[src/rtl/crp16_debug_clock.sv]
// crp16_debug_clock: run-control for the CRP16 board top.
// Produces a one-cycle cpu_en strobe on CLOCK_50 in halt, free-run,
// debounced single-step and burst-of-N modes, plus an executed-cycle counter.
module crp16_debug_clock #(
  parameter int unsigned DIV_WIDTH       = 24,
  parameter int unsigned DB_WIDTH        = 20,
  parameter int unsigned DEBOUNCE_CYCLES = 500000,
  parameter int unsigned CNT_WIDTH       = 16,
  parameter int unsigned BURST_WIDTH     = 8
) (
  input  logic                   clock,
  input  logic                   reset,
  input  logic [1:0]             mode,
  input  logic [4:0]             div_sel,
  input  logic                   step_key,
  input  logic [BURST_WIDTH-1:0] burst_len,
  input  logic                   clear_count,
  output logic                   cpu_en,
  output logic                   busy,
  output logic                   step_db,
  output logic [CNT_WIDTH-1:0]   cycle_count
);

  localparam logic [1:0] MODE_RUN   = 2'b01;
  localparam logic [1:0] MODE_STEP  = 2'b10;
  localparam logic [1:0] MODE_BURST = 2'b11;

  localparam int unsigned          SEL_MAX = DIV_WIDTH - 1;
  localparam logic [DB_WIDTH-1:0]  DB_LAST = DB_WIDTH'(DEBOUNCE_CYCLES - 1);

  typedef enum logic [1:0] {
    S_HALT  = 2'd0,
    S_RUN   = 2'd1,
    S_BURST = 2'd2
  } state_t;

  state_t                 state;
  logic                   key_meta;
  logic                   key_sync;
  logic [DB_WIDTH-1:0]    db_cnt;
  logic                   step_db_q;
  logic                   press;
  logic [DIV_WIDTH-1:0]   div_cnt;
  logic [DIV_WIDTH-1:0]   div_mask;
  logic [4:0]             sel_eff;
  logic                   tick;
  logic [BURST_WIDTH-1:0] remaining;

  // Divider tap select, saturated to the widest usable period
  assign sel_eff  = (32'(div_sel) > SEL_MAX) ? 5'(SEL_MAX) : div_sel;
  assign div_mask = (DIV_WIDTH'(1) << sel_eff) - DIV_WIDTH'(1);
  assign tick     = ((div_cnt & div_mask) == div_mask);

  // Two-flop synchroniser for the asynchronous push button
  always_ff @(posedge clock or posedge reset) begin
    if (reset) begin
      key_meta <= 1'b0;
      key_sync <= 1'b0;
    end else begin
      key_meta <= step_key;
      key_sync <= key_meta;
    end
  end

  // Debouncer: accept the new level after DEBOUNCE_CYCLES consecutive differing samples
  always_ff @(posedge clock or posedge reset) begin
    if (reset) begin
      db_cnt  <= '0;
      step_db <= 1'b0;
    end else if (key_sync == step_db) begin
      db_cnt <= '0;
    end else if (db_cnt == DB_LAST) begin
      db_cnt  <= '0;
      step_db <= ~step_db;
    end else begin
      db_cnt <= db_cnt + DB_WIDTH'(1);
    end
  end

  // Registered rising edge of the debounced key; release is ignored
  always_ff @(posedge clock or posedge reset) begin
    if (reset) begin
      step_db_q <= 1'b0;
      press     <= 1'b0;
    end else begin
      step_db_q <= step_db;
      press     <= step_db & ~step_db_q;
    end
  end

  // Rate divider: free-running while active, parked at zero in HALT
  always_ff @(posedge clock or posedge reset) begin
    if (reset) begin
      div_cnt <= '0;
    end else if (state == S_HALT) begin
      div_cnt <= '0;
    end else begin
      div_cnt <= div_cnt + DIV_WIDTH'(1);
    end
  end

  // Run-control state machine with registered cpu_en and busy
  always_ff @(posedge clock or posedge reset) begin
    if (reset) begin
      state     <= S_HALT;
      cpu_en    <= 1'b0;
      busy      <= 1'b0;
      remaining <= '0;
    end else begin
      cpu_en <= 1'b0;
      case (state)
        S_HALT: begin
          if (mode == MODE_RUN) begin
            state <= S_RUN;
            busy  <= 1'b1;
          end else if (mode == MODE_STEP && press) begin
            cpu_en <= 1'b1;
          end else if (mode == MODE_BURST && press && burst_len != '0) begin
            remaining <= burst_len;
            state     <= S_BURST;
            busy      <= 1'b1;
          end
        end
        S_RUN: begin
          if (mode != MODE_RUN) begin
            state <= S_HALT;
            busy  <= 1'b0;
          end else if (tick) begin
            cpu_en <= 1'b1;
          end
        end
        S_BURST: begin
          if (mode != MODE_BURST) begin
            state     <= S_HALT;
            busy      <= 1'b0;
            remaining <= '0;
          end else if (tick) begin
            cpu_en    <= 1'b1;
            remaining <= remaining - BURST_WIDTH'(1);
            if (remaining == BURST_WIDTH'(1)) begin
              state <= S_HALT;
              busy  <= 1'b0;
            end
          end
        end
        default: begin
          state <= S_HALT;
          busy  <= 1'b0;
        end
      endcase
    end
  end

  // Executed-cycle counter; clear wins over a coincident pulse
  always_ff @(posedge clock or posedge reset) begin
    if (reset) begin
      cycle_count <= '0;
    end else if (clear_count) begin
      cycle_count <= '0;
    end else if (cpu_en) begin
      cycle_count <= cycle_count + CNT_WIDTH'(1);
    end
  end

endmodule
[config.mk]
export PLATFORM = sky130hd
export DESIGN_NAME = crp16_debug_clock
export DESIGN_NICKNAME = d
export VERILOG_FILES = /design/src/rtl/crp16_debug_clock.sv
export SDC_FILE = /design/constraint.sdc
export NUM_CORES = 1
export LEC_CHECK = 0
export ABC_CLOCK_PERIOD_IN_PS = 6200
export BUFFER_PORTS_ARGS = -buffer_cell sky130_fd_sc_hd__buf_4
export CAP_MARGIN = 10
export CORE_ASPECT_RATIO = 1.4
export CORE_MARGIN = 2
export CORE_UTILIZATION = 40
export CTS_CLUSTER_DIAMETER = 60
export DETAILED_ROUTE_END_ITERATION = 8
export PLACE_DENSITY = 0.6
export SYNTH_ARGS = -nofsm -noshare
export SYNTH_HDL_FRONTEND = slang
export SYNTH_SLANG_ARGS = --single-unit
[constraint.sdc]
create_clock -name clock -period 6.2 [get_ports clock]
set_input_delay 0.93 -clock clock [delete_from_list [all_inputs] [get_ports clock]]
set_output_delay 0.93 -clock clock [all_outputs]
set_load 0.1 [all_outputs]
==> results of run 1 <==
==> through the flow <==
step	hold WS (ps)	instances
after CTS	355.5	654
after detailed placement	342.6	638
after global routing	361.4	654
final	355.8	654
after floorplan	331.2	480
after global placement	332.5	638
==> layout make-up <==
type	count	area [µm²]
Clock buffer	13	260.3
Timing Repair Buffer	39	292.8
Multi-Input combinational cell	369	2256
Fill cell	1012	5495
Sequential cell	76	1902
Clock inverter	3	21.27
Tap cell	138	172.7
Inverter	16	60.06
==> path summary, 6_finish.rpt <==
| check | from | end | slack, ps | cells after the start |
|---|---|---|---|---|
| max in group asynchronous | reset | remaining[4] | 4680 | 3 |
| setup / recovery | div_sel[2] | remaining[6] | 2510 | 11 |
| hold reg to reg | key_meta | key_sync | 360 | 0 |
| setup reg to reg | div_cnt[2] | remaining[6] | 3790 | 7 |
| hold / removal | key_meta | key_sync | 360 | 0 |
| min in group asynchronous | reset | step_db_q | 880 | 3 |
==> metal layers <==
| metal | global-route usage | vias up | part of all wire |
|---|---|---|---|
| li1 | - | 1782 | - |
| met1 | 0.2346 | 1766 | 0.44 |
| met2 | 0.3019 | 95 | 0.50 |
| met3 | 0.03597 | 11 | 0.047 |
| met4 | 0.07814 | 0 | 0.020 |
| met5 | 0 | - | 0 |
==> worst max-delay path: stages <==
cell      delay (ps)
buf_4            220
nor2_1           140
nand3_1          130
ha_1             520
nor2_1           210
a31o_2           290
a221oi_1         300
nand4b_1         270
nor4_4           530
a21boi_4         190
o22ai_1          210
==> layout by cell type (no fill, tap or decap), types with 3 or more instances in the layout <==
| cell type | n |
|---|---|
| mux2i_1 | 3 |
| nor2_1 | 73 |
| nor2b_1 | 6 |
| xor2_1 | 29 |
| a211oi_1 | 4 |
| o22ai_1 | 6 |
| nor3_1 | 13 |
| nand4_1 | 14 |
| and4_1 | 4 |
| nand3_1 | 26 |
| nor3b_1 | 3 |
| a22oi_1 | 4 |
| or3_1 | 13 |
| nand2_1 | 38 |
| a21oi_1 | 22 |
| o21ai_0 | 20 |
| xnor2_1 | 16 |
| nor4b_1 | 4 |
| a31oi_1 | 4 |
| buf_4 | 39 |
| nor4_1 | 7 |
| and3_1 | 12 |
| inv_1 | 15 |
| ha_1 | 6 |
| clkbuf_16 | 9 |
| dfrtp_1 | 76 |
==> registers in the layout (all words and copies together), names as in the netlist <==
signal       flops
key_meta         1
step_db          1
db_cnt          20
state            2
key_sync         1
cpu_en           1
press            1
cycle_count     16
div_cnt         23
remaining        8
step_db_q        1
busy             1
==> cell families after synthesis <==
group           synth area share
flops                     0.4398
compound gates            0.1305
buf+inv                  0.03848
mux                      0.01215
simple gates              0.2705
fa+ha+maj                0.01736
xor+xnor                 0.09114
==> report_power, final <==
| part | total, mW | leakage [nW] | internal (mW) | switching (mW) |
|---|---|---|---|---|
| logic | 0.0878 | 0.940 | 0.0289 | 0.0589 |
| clock network | 0.490 | 0.136 | 0.293 | 0.197 |
| registers | 0.509 | 1.04 | 0.502 | 0.00621 |
| total | 1.09 | 2.12 | 0.824 | 0.263 |
==> results by group, run 1 <==
Clock tree
  • Resized cells post-CTS: 0
  • Clk_lat worst skew: 330 ps
  • H-tree depth: 3
  • CTS Hold Bufs: 0
  • Reg clk slew, reported paths: approximately 60 ps
  • CTS tree: done
  • Clock buffer count from CTS: 9
  • Root Buffer: clkbuf_16
  • CTS max path bufs: 2
  • Clk sinks: 76
  • Post-CTS setup buffers: 0

Detailed routing
  • Vias per cell: 5.587
  • Iter 0 DRT Violations: between 300 and 400
  • Drt wl/cell: 15.33 µm
  • Routed WL: 10.03 mm
  • DR pass1 iterations: 5
  • DR DRC count: 0
  • Via Count: 3654
  • Routed Antenna Nets: 0

Timing
  • RSZ-0062 raised after global routing: no
  • Setup WS post-layout: 2512 ps
  • Tightest Pin Transition: just under 1000 ps
  • Shortest period the worst path allows: 3688 ps
  • Final setup vio count: 0
  • Fin Setup TNS: 0 ps
  • FMAX: between 200 and 300 MHz
  • Final period util: 0.5949
  • Final hold vios: 0
  • Layout Skew: between 4 and 5 ps
  • Final count of pins violating max slew: 0
  • Slew headroom: 0.3513

Floorplanning
  • Die area: about 12000 µm²
  • CORE AREA: 10460 µm²
  • Die width: 91.88 µm
  • Starting density of the core: 0.4134
  • Site row count: 44
  • # IOs: 38
  • Vert. Die Dim: 127.0 µm

Synth
  • Share of synthesized registers carrying an async set or reset: 1.000
  • Yosys warns: 0
  • Most area-hungry cell type in the Yosys netlist: dfrtp_1
  • Share of the synthesized area in the top cell type: 0.4398
  • Top FF cell, synth: dfrtp_1
  • Unique masters post-synth: 59
  • Synth Net Count: 505
  • Top cells by instance count after synthesis: 76 x dfrtp_1, 73 x nor2_1, 38 x nand2_1
  • #FFs+latches synth: 76
  • Post-Synthesis Cells: 480
  • Most numerous cell in the Yosys netlist: dfrtp_1
  • Post-synth EDFFs: 0
  • Synthesized area: 4324 µm²
  • Sequential area share after synthesis: 0.4398
  • Avg Cell Area, Syn: 9.009 µm²
  • Synth area leaders: dfrtp_1 44%, nor2_1 6.3%, xor2_1 5.9%

Placement
  • Pre-CTS setup slack: approximately 2200 ps
  • Post-DP Area: 4683 µm²
  • Placed wire-length estimate: 7.016 mm
  • Port Buffers: 37
  • GPL Wtd Cong: 0.8959

GRT
  • Largest net degree at the start of global routing: 77
  • Vias in the first global route: around 3500
  • Grt total ovfl: 0
  • First-pass GRT wire length: 17.06 mm
  • Initial antenna violation count: 0
  • Total GRT Usage: 0.1829

Power and ir drop
  • Leak Pwr: 2.115 nW
  • Cell Pwr Density: 218.9 nW/µm²
  • Peak supply drop: between 100 and 150 µV
  • Tot Pwr: 1.087 mW

Worst setup path
  • Worst endpoint data arrival time: 3940 ps
  • CP endpoint kind: flip-flop
  • CP Class: in2reg
  • Crit start category: primary input
  • Crit Path Max Fanout: 25
  • Critical path data required time: 6450 ps

Run
  • Max Cap Viol: 0

Run status
  • Status: finished, final reports clean

Layout
  • Final instance area: 4965 µm²
  • Final net count: 536
  • Area growth syn-to-layout: 14.81%
  • ANT cells: 0
  • Final core occ: 0.4746
  • Share of layout cells above drive strength 1: 0.1279

Hold path
  • Hold WC Path Type: reg2reg
No activity file was read; power rests on OpenSTA's default activity.
==> run 2: changes to the inputs <==
--- a/config.mk
+++ b/config.mk
@@ -5,7 +5,8 @@
 export SDC_FILE = /design/constraint.sdc
 export NUM_CORES = 1
 export LEC_CHECK = 0
-export ABC_CLOCK_PERIOD_IN_PS = 6200
+export ABC_AREA = 1
+export ABC_CLOCK_PERIOD_IN_PS = 3100
 export BUFFER_PORTS_ARGS = -buffer_cell sky130_fd_sc_hd__buf_4
 export CAP_MARGIN = 10
 export CORE_ASPECT_RATIO = 1.4
@@ -13,7 +14,7 @@
 export CORE_UTILIZATION = 40
 export CTS_CLUSTER_DIAMETER = 60
 export DETAILED_ROUTE_END_ITERATION = 8
-export PLACE_DENSITY = 0.6
+export PLACE_DENSITY = 0.62
 export SYNTH_ARGS = -nofsm -noshare
 export SYNTH_HDL_FRONTEND = slang
 export SYNTH_SLANG_ARGS = --single-unit
==> constraint.sdc (replaced) <==
create_clock -name clock -period 3.1 [get_ports clock]
set_input_delay 0.465 -clock clock [delete_from_list [all_inputs] [get_ports clock]]
set_output_delay 0.465 -clock clock [all_outputs]
set_load 0.1 [all_outputs]
==> results by group, run 2 <==
Clock tree
  • Resized cells post-CTS: 0 (unchanged)
  • Root Buffer: clkbuf_16
  • Clock buffer count from CTS: 9 (unchanged)
  • CTS Hold Bufs: 0 (unchanged)
  • Post-CTS setup buffers: 0 (unchanged)
  • Clk sinks: 76 (unchanged)
  • CTS tree: done
  • Clk_lat worst skew: 340 ps (about the same)
  • H-tree depth: 3 (unchanged)
  • CTS max path bufs: 2 (unchanged)
  • Reg clk slew, reported paths: 60 ps (about the same)

Hold path
  • Hold WC Path Type: in2async

Synth
  • Share of synthesized registers carrying an async set or reset: 1.000 (unchanged)
  • Most area-hungry cell type in the Yosys netlist: dfrtp_1
  • Avg Cell Area, Syn: 7.342 µm² (-18%)
  • Unique masters post-synth: 46 (-22%)
  • #FFs+latches synth: 76 (unchanged)
  • Post-synth EDFFs: 0 (unchanged)
  • Sequential area share after synthesis: 0.4111 (-0.02867)
  • Top FF cell, synth: dfrtp_1
  • Most numerous cell in the Yosys netlist: nand2_1
  • Top cells by instance count after synthesis: 123 x nand2_1, 91 x nor2_1, 86 x inv_1
  • Synth Net Count: 655 (+30%)
  • Yosys warns: 0 (unchanged)
  • Synth area leaders: dfrtp_1 41%, nand2_1 10%, nor2_1 7.4%
  • Synthesized area: 4626 µm² (+7.0%)
  • Post-Synthesis Cells: 630 (+31%)
  • Share of the synthesized area in the top cell type: 0.4111 (-0.02867)

Timing
  • Layout Skew: 7.055 ps (+2.941 ps)
  • FMAX: 388.4 MHz
  • RSZ-0062 raised after global routing: no
  • Final setup vio count: 0 (unchanged)
  • WHS: 237.0 ps (-118.7 ps)
  • Final period util: 0.8305
  • Tightest Pin Transition: 733.5 ps (-239.5 ps)
  • Setup WS post-layout: 525.4 ps (-1986 ps)
  • Final hold vios: 0 (unchanged)
  • Final count of pins violating max slew: 0 (unchanged)
  • Shortest period the worst path allows: 2575 ps
  • Fin Setup TNS: 0 ps (unchanged)
  • Slew headroom: 0.5080 (+0.1567)

GRT
  • Total GRT Usage: 0.1864 (+0.003555)
  • Global Route met1 Usage: 0.2339 (-0.0006718)
  • Vias in the first global route: 4283 (+22%)
  • Grt total ovfl: 0 (unchanged)
  • Met3 usage: 0.02867 (-0.007297)
  • Initial antenna violation count: 0 (unchanged)
  • Largest net degree at the start of global routing: 46 (-40%)
  • Met2 usage: 0.3073 (+0.005425)
  • First-pass GRT wire length: 19.00 mm (+11%)
  • GR peak layer: met2

Worst setup path
  • R2r worst-path depth: 14 (+7)
  • Crit start category: primary input
  • Crit Path Max Fanout: 15 (-40%)
  • Worst endpoint data arrival time: 2800 ps (-1140 ps)
  • Slowest stage cell, crit path: ha_1
  • Critical path data required time: 3320 ps (-3130 ps)
  • Max incr delay on CP: 300 ps (-230 ps)
  • CP endpoint kind: flip-flop
  • CP Class: in2reg
  • CP Cell Sequence: buf_4, nand2_2, nand2_2, nor2_2, nand2_1, inv_1, nand2_1, ha_1, nand4_2, inv_1, nand3b_1, nand3_1, nand3_1, nor2_1, nand2_2, nand2_4, nand2_2, nand2_1, nand2_1

Floorplanning
  • # IOs: 38 (unchanged)
  • Vert. Die Dim: 131.2 µm (+3.3%)
  • Die width: 94.89 µm (+3.3%)
  • CORE AREA: 11280 µm² (+7.8%)
  • Site row count: 46 (+4.5%)
  • Starting density of the core: 0.4100 (-0.003348)
  • Die area: 12450 µm² (+6.7%)

Detailed routing
  • DR DRC count: 0 (unchanged)
  • Routed WL: 10.94 mm (+9.1%)
  • Vias per cell: 5.248 (-6.1%)
  • DR pass1 iterations: 5 (unchanged)
  • Iter 0 DRT Violations: 246 (-22%)
  • Routed Antenna Nets: 0 (unchanged)
  • Drt wl/cell: 13.32 µm (-13%)
  • Via Count: 4309 (+18%)

Layout
  • Final net count: 697 (+30%)
  • Biggest regs: div_cnt (23), db_cnt (20), cycle_count (16)
  • Max FFs per register: 23 (unchanged)
  • Most frequent cells in the layout: 123 x nand2_1, 91 x nor2_1, 85 x inv_1
  • Largest Register: div_cnt
  • Share of layout cells above drive strength 1: 0.1329 (+0.005032)
  • Most common cell after layout, fill and taps aside: nand2_1
  • Area growth syn-to-layout: 16.23%
  • ANT cells: 0 (unchanged)

Power and ir drop
  • Peak supply drop: 471.5 µV (+220%)
  • Tot Pwr: 2.988 mW (+170%)
  • Cell Pwr Density: 555.8 nW/µm² (+150%)
  • Leak Pwr: 2.512 nW (+19%)

Placement
  • Pre-CTS setup slack: 227.5 ps (-1978 ps)
  • GPL Wtd Cong: 0.9065 (+1.2%)
  • Port Buffers: 37 (unchanged)
  • Placed wire-length estimate: 8.175 mm (+17%)

Run
  • Max Cap Viol: 0 (unchanged)

Run status
  • Status: finished, final reports clean
==> run 2: critical path: cells and delay by family <==
family	cells	cell delay, ps
buf+inv	3	370
simple gates	15	1640
fa+ha+maj	1	300
==> run 2: layout make-up <==
type	count	area [µm²]
clock buffer	12	246.5
clock inverter	4	72.57
fill	1158	5904
inverter	92	345.3
multi-input combinational	451	2302
sequential	76	1902
tap	144	180.2
timing repair buffer	42	327.8
==> run 2: kinds of logic after synthesis <==
kind of cell	count (synthesis)	synth area share
AO/OA/AOI/OAI	96	0.1258
XOR/XNOR	12	0.02272
adder cells (fa/ha/maj)	6	0.01623
buffers and inverters	103	0.09115
flip-flops	76	0.4111
AND/OR/NAND/NOR	337	0.3330
==> run 2: report_power, final <==
group          leakage, nW  total [mW]  switching, mW  internal, mW
clock network        0.153        1.12          0.397         0.726
registers             1.04        1.16         0.0834          1.08
logic                 1.32       0.706          0.470         0.237
total                 2.51        2.99          0.950          2.04
==> run 2: per-stage QoR <==
stage	cell area (µm²)	std cells	utilization
after floorplan	4626	630	-
after global placement	5057	805	0.4483
after detailed placement	5057	805	0.4483
after CTS	5376	821	0.4766
after global routing	5376	821	0.4766
final	5376	821	0.4766
==> run 2: path summary, 6_finish.rpt <==
kind / start / end / slack (ps)
min in group clock: step_key / key_meta / 240
setup / recovery: div_sel[4] / remaining[6] / 530
setup reg to reg: div_cnt[1] / div_cnt[20] / 850
max in group asynchronous: reset / remaining[3] / 2170
hold reg to reg: key_meta / key_sync / 350
hold / removal: reset / div_cnt[5] / 240
==> run 2: metal layers <==
layer / share of wire / routed length [µm] / up-vias
met4: 0.028 / 311 / 0
li1: - / - / 2162
met1: 0.44 / 4817 / 2004
met3: 0.036 / 399 / 30
met5: 0 / 0 / -
met2: 0.49 / 5407 / 113
==> run 3: changes to the inputs <==
--- a/config.mk
+++ b/config.mk
@@ -6,7 +6,7 @@
 export NUM_CORES = 1
 export LEC_CHECK = 0
 export ABC_AREA = 1
-export ABC_CLOCK_PERIOD_IN_PS = 3100
+export ABC_CLOCK_PERIOD_IN_PS = 2300
 export BUFFER_PORTS_ARGS = -buffer_cell sky130_fd_sc_hd__buf_4
 export CAP_MARGIN = 10
 export CORE_ASPECT_RATIO = 1.4
==> constraint.sdc (replaced) <==
create_clock -name clock -period 2.3 [get_ports clock]
set_input_delay 0.345 -clock clock [delete_from_list [all_inputs] [get_ports clock]]
set_output_delay 0.345 -clock clock [all_outputs]
set_load 0.1 [all_outputs]
==> results by group, run 3 (synthesized netlist as in run 2, its figures left out) <==
Worst setup path
  • CP endpoint kind: flip-flop
  • Worst endpoint data arrival time: 2290 ps (-510 ps)
  • Critical path data required time: 2520 ps (-800 ps)
  • Crit Path Max Fanout: 5 (-10)
  • R2r worst-path depth: 13 (-1)
  • CP Class: reg2reg
  • Crit start category: flip-flop

Clock tree
  • CTS max path bufs: 2 (unchanged)
  • CTS tree: done
  • Clk_lat worst skew: 330 ps (about the same)
  • Clock buffer count from CTS: 9 (unchanged)
  • Post-CTS setup buffers: 0 (unchanged)
  • Root Buffer: clkbuf_16
  • Clk sinks: 76 (unchanged)
  • H-tree depth: 3 (unchanged)
  • CTS Hold Bufs: 0 (unchanged)
  • Reg clk slew, reported paths: 60 ps (about the same)
  • Resized cells post-CTS: 0 (unchanged)

GRT
  • Total GRT Usage: 0.1843 (-0.002073)
  • Largest net degree at the start of global routing: 77 (+67%)
  • Initial antenna violation count: 0 (unchanged)
  • Met2 usage: 0.3235 (+0.01615)
  • Vias in the first global route: 4238 (-1.1%)
  • First-pass GRT wire length: 18.91 mm (-0.47%)
  • Grt total ovfl: 0 (unchanged)
  • Global Route met1 Usage: 0.2320 (-0.001904)
  • GR peak layer: met2
  • Met3 usage: 0.02810 (-0.0005734)

Timing
  • Setup WS post-layout: 230.3 ps (-295.0 ps)
  • Final setup vio count: 0 (unchanged)
  • Tightest Pin Transition: 491.5 ps (-242.0 ps)
  • Final period util: 0.8999
  • Slew headroom: 0.6711 (+0.1631)
  • Shortest period the worst path allows: 2070 ps
  • Final count of pins violating max slew: 0 (unchanged)
  • WHS: 117.7 ps (-119.3 ps)
  • Layout Skew: 7.388 ps (+0.3332 ps)
  • FMAX: 483.2 MHz
  • Fin Setup TNS: 0 ps (unchanged)
  • Final hold vios: 0 (unchanged)
  • RSZ-0062 raised after global routing: no

Detailed routing
  • Routed WL: 10.93 mm (about the same)
  • Vias per cell: 5.094 (-2.9%)
  • DR DRC count: 0 (unchanged)
  • DR pass1 iterations: 5 (unchanged)
  • Routed Antenna Nets: 0 (unchanged)
  • Via Count: 4330 (+0.49%)
  • Drt wl/cell: 12.86 µm (-3.5%)
  • Iter 0 DRT Violations: 248 (+0.81%)

Placement
  • GPL Wtd Cong: 0.9082 (+0.19%)
  • Post-placement cell count: 835 (+3.7%)
  • Pre-CTS setup slack: -236.8 ps (-464.2 ps)
  • Port Buffers: 37 (unchanged)
  • Placed wire-length estimate: 8.183 mm (+0.10%)

Floorplanning
  • Starting density of the core: 0.4100 (unchanged)
  • Die width: 94.89 µm (unchanged)
  • Vert. Die Dim: 131.2 µm (unchanged)
  • CORE AREA: 11280 µm² (unchanged)
  • Site row count: 46 (unchanged)
  • Die area: 12450 µm² (unchanged)
  • # IOs: 38 (unchanged)

Layout
  • Most frequent cells in the layout: 122 x nand2_1, 88 x nor2_1, 85 x inv_1
  • Most common cell after layout, fill and taps aside: nand2_1
  • Largest Register: div_cnt
  • Area growth syn-to-layout: 22.45%
  • ANT cells: 0 (unchanged)
  • Final net count: 727 (+4.3%)
  • Final Non-Filler Cells: 850 (+3.5%)
  • Biggest regs: div_cnt (23), db_cnt (20), cycle_count (16)
  • Layout fillers: 1121 (-3.2%)
  • Share of layout cells above drive strength 1: 0.1841 (+0.05120)
  • Max FFs per register: 23 (unchanged)

Power and ir drop
  • Peak supply drop: 694.0 µV (+47%)
  • Cell Pwr Density: 724.1 nW/µm² (+30%)
  • Tot Pwr: 4.101 mW (+37%)
  • Leak Pwr: 2.673 nW (+6.4%)

Hold path
  • Hold WC Path Type: in2async

Run status
  • Status: finished, final reports clean

Run
  • Max Cap Viol: 0 (unchanged)
run 3: changes by cell type in the layout (fill, tap and decap cells not counted), sizes merged:
cell	before	now
buf	42	72
clkbuf	12	11
clkinv	1	2
inv	92	91
run 3: final cells by class:
class                           count  area (µm²)  area share
Multi-Input combinational cell    451        2362      0.4171
Sequential cell                    76        1903      0.3360
Timing Repair Buffer               72       553.0     0.09764
Inverter                           92       349.1     0.06163
Clock buffer                       11       242.7     0.04285
Tap cell                          144       180.2     0.03181
Clock inverter                      4       73.82     0.01303
run 3: path summary, 6_finish.rpt:
kind,slack (ps),end,from
worst max-delay path,230,db_cnt[14],db_cnt[0]
worst min-delay path,120,div_cnt[7],reset
worst max register to register,230,db_cnt[14],db_cnt[0]
worst min register to register,350,key_sync,key_meta
max in group asynchronous,1830,cycle_count[0],reset
min in group clock,130,key_meta,step_key
run 3: routing by layer:
metal | share of wire | wire [µm]
met1 | 0.45 | 4898
met4 | 0.014 | 155
met2 | 0.51 | 5595
met3 | 0.026 | 279
met5 | 0 | 0
run 3: worst max-delay path, cell delays in order, from the launching register on:
cell and delay (ps):
dfrtp_1 370, ha_1 180, nand2_1 70, nor2_1 130, nand2_1 80, nor2_1 150, nand3_1 190, nor2_1 130
nand3_1 90, nor2_1 160, nand2_1 90, nor2_2 140, a21oi_1 80, o21a_1 100
run 3: metrics by stage:
stage	util	cell area (µm²)
floorplan	-	4631
global placement	0.4687	5288
detailed placement	0.4687	5288
CTS	0.4968	5604
global route	0.5021	5664
finish	0.5021	5664
run 3: where the power goes:
group	switching, mW	internal, mW	leakage (nW)
logic	0.654	0.401	1.48
registers	0.0961	1.45	1.04
clock network	0.528	0.974	0.156
total	1.28	2.82	2.67
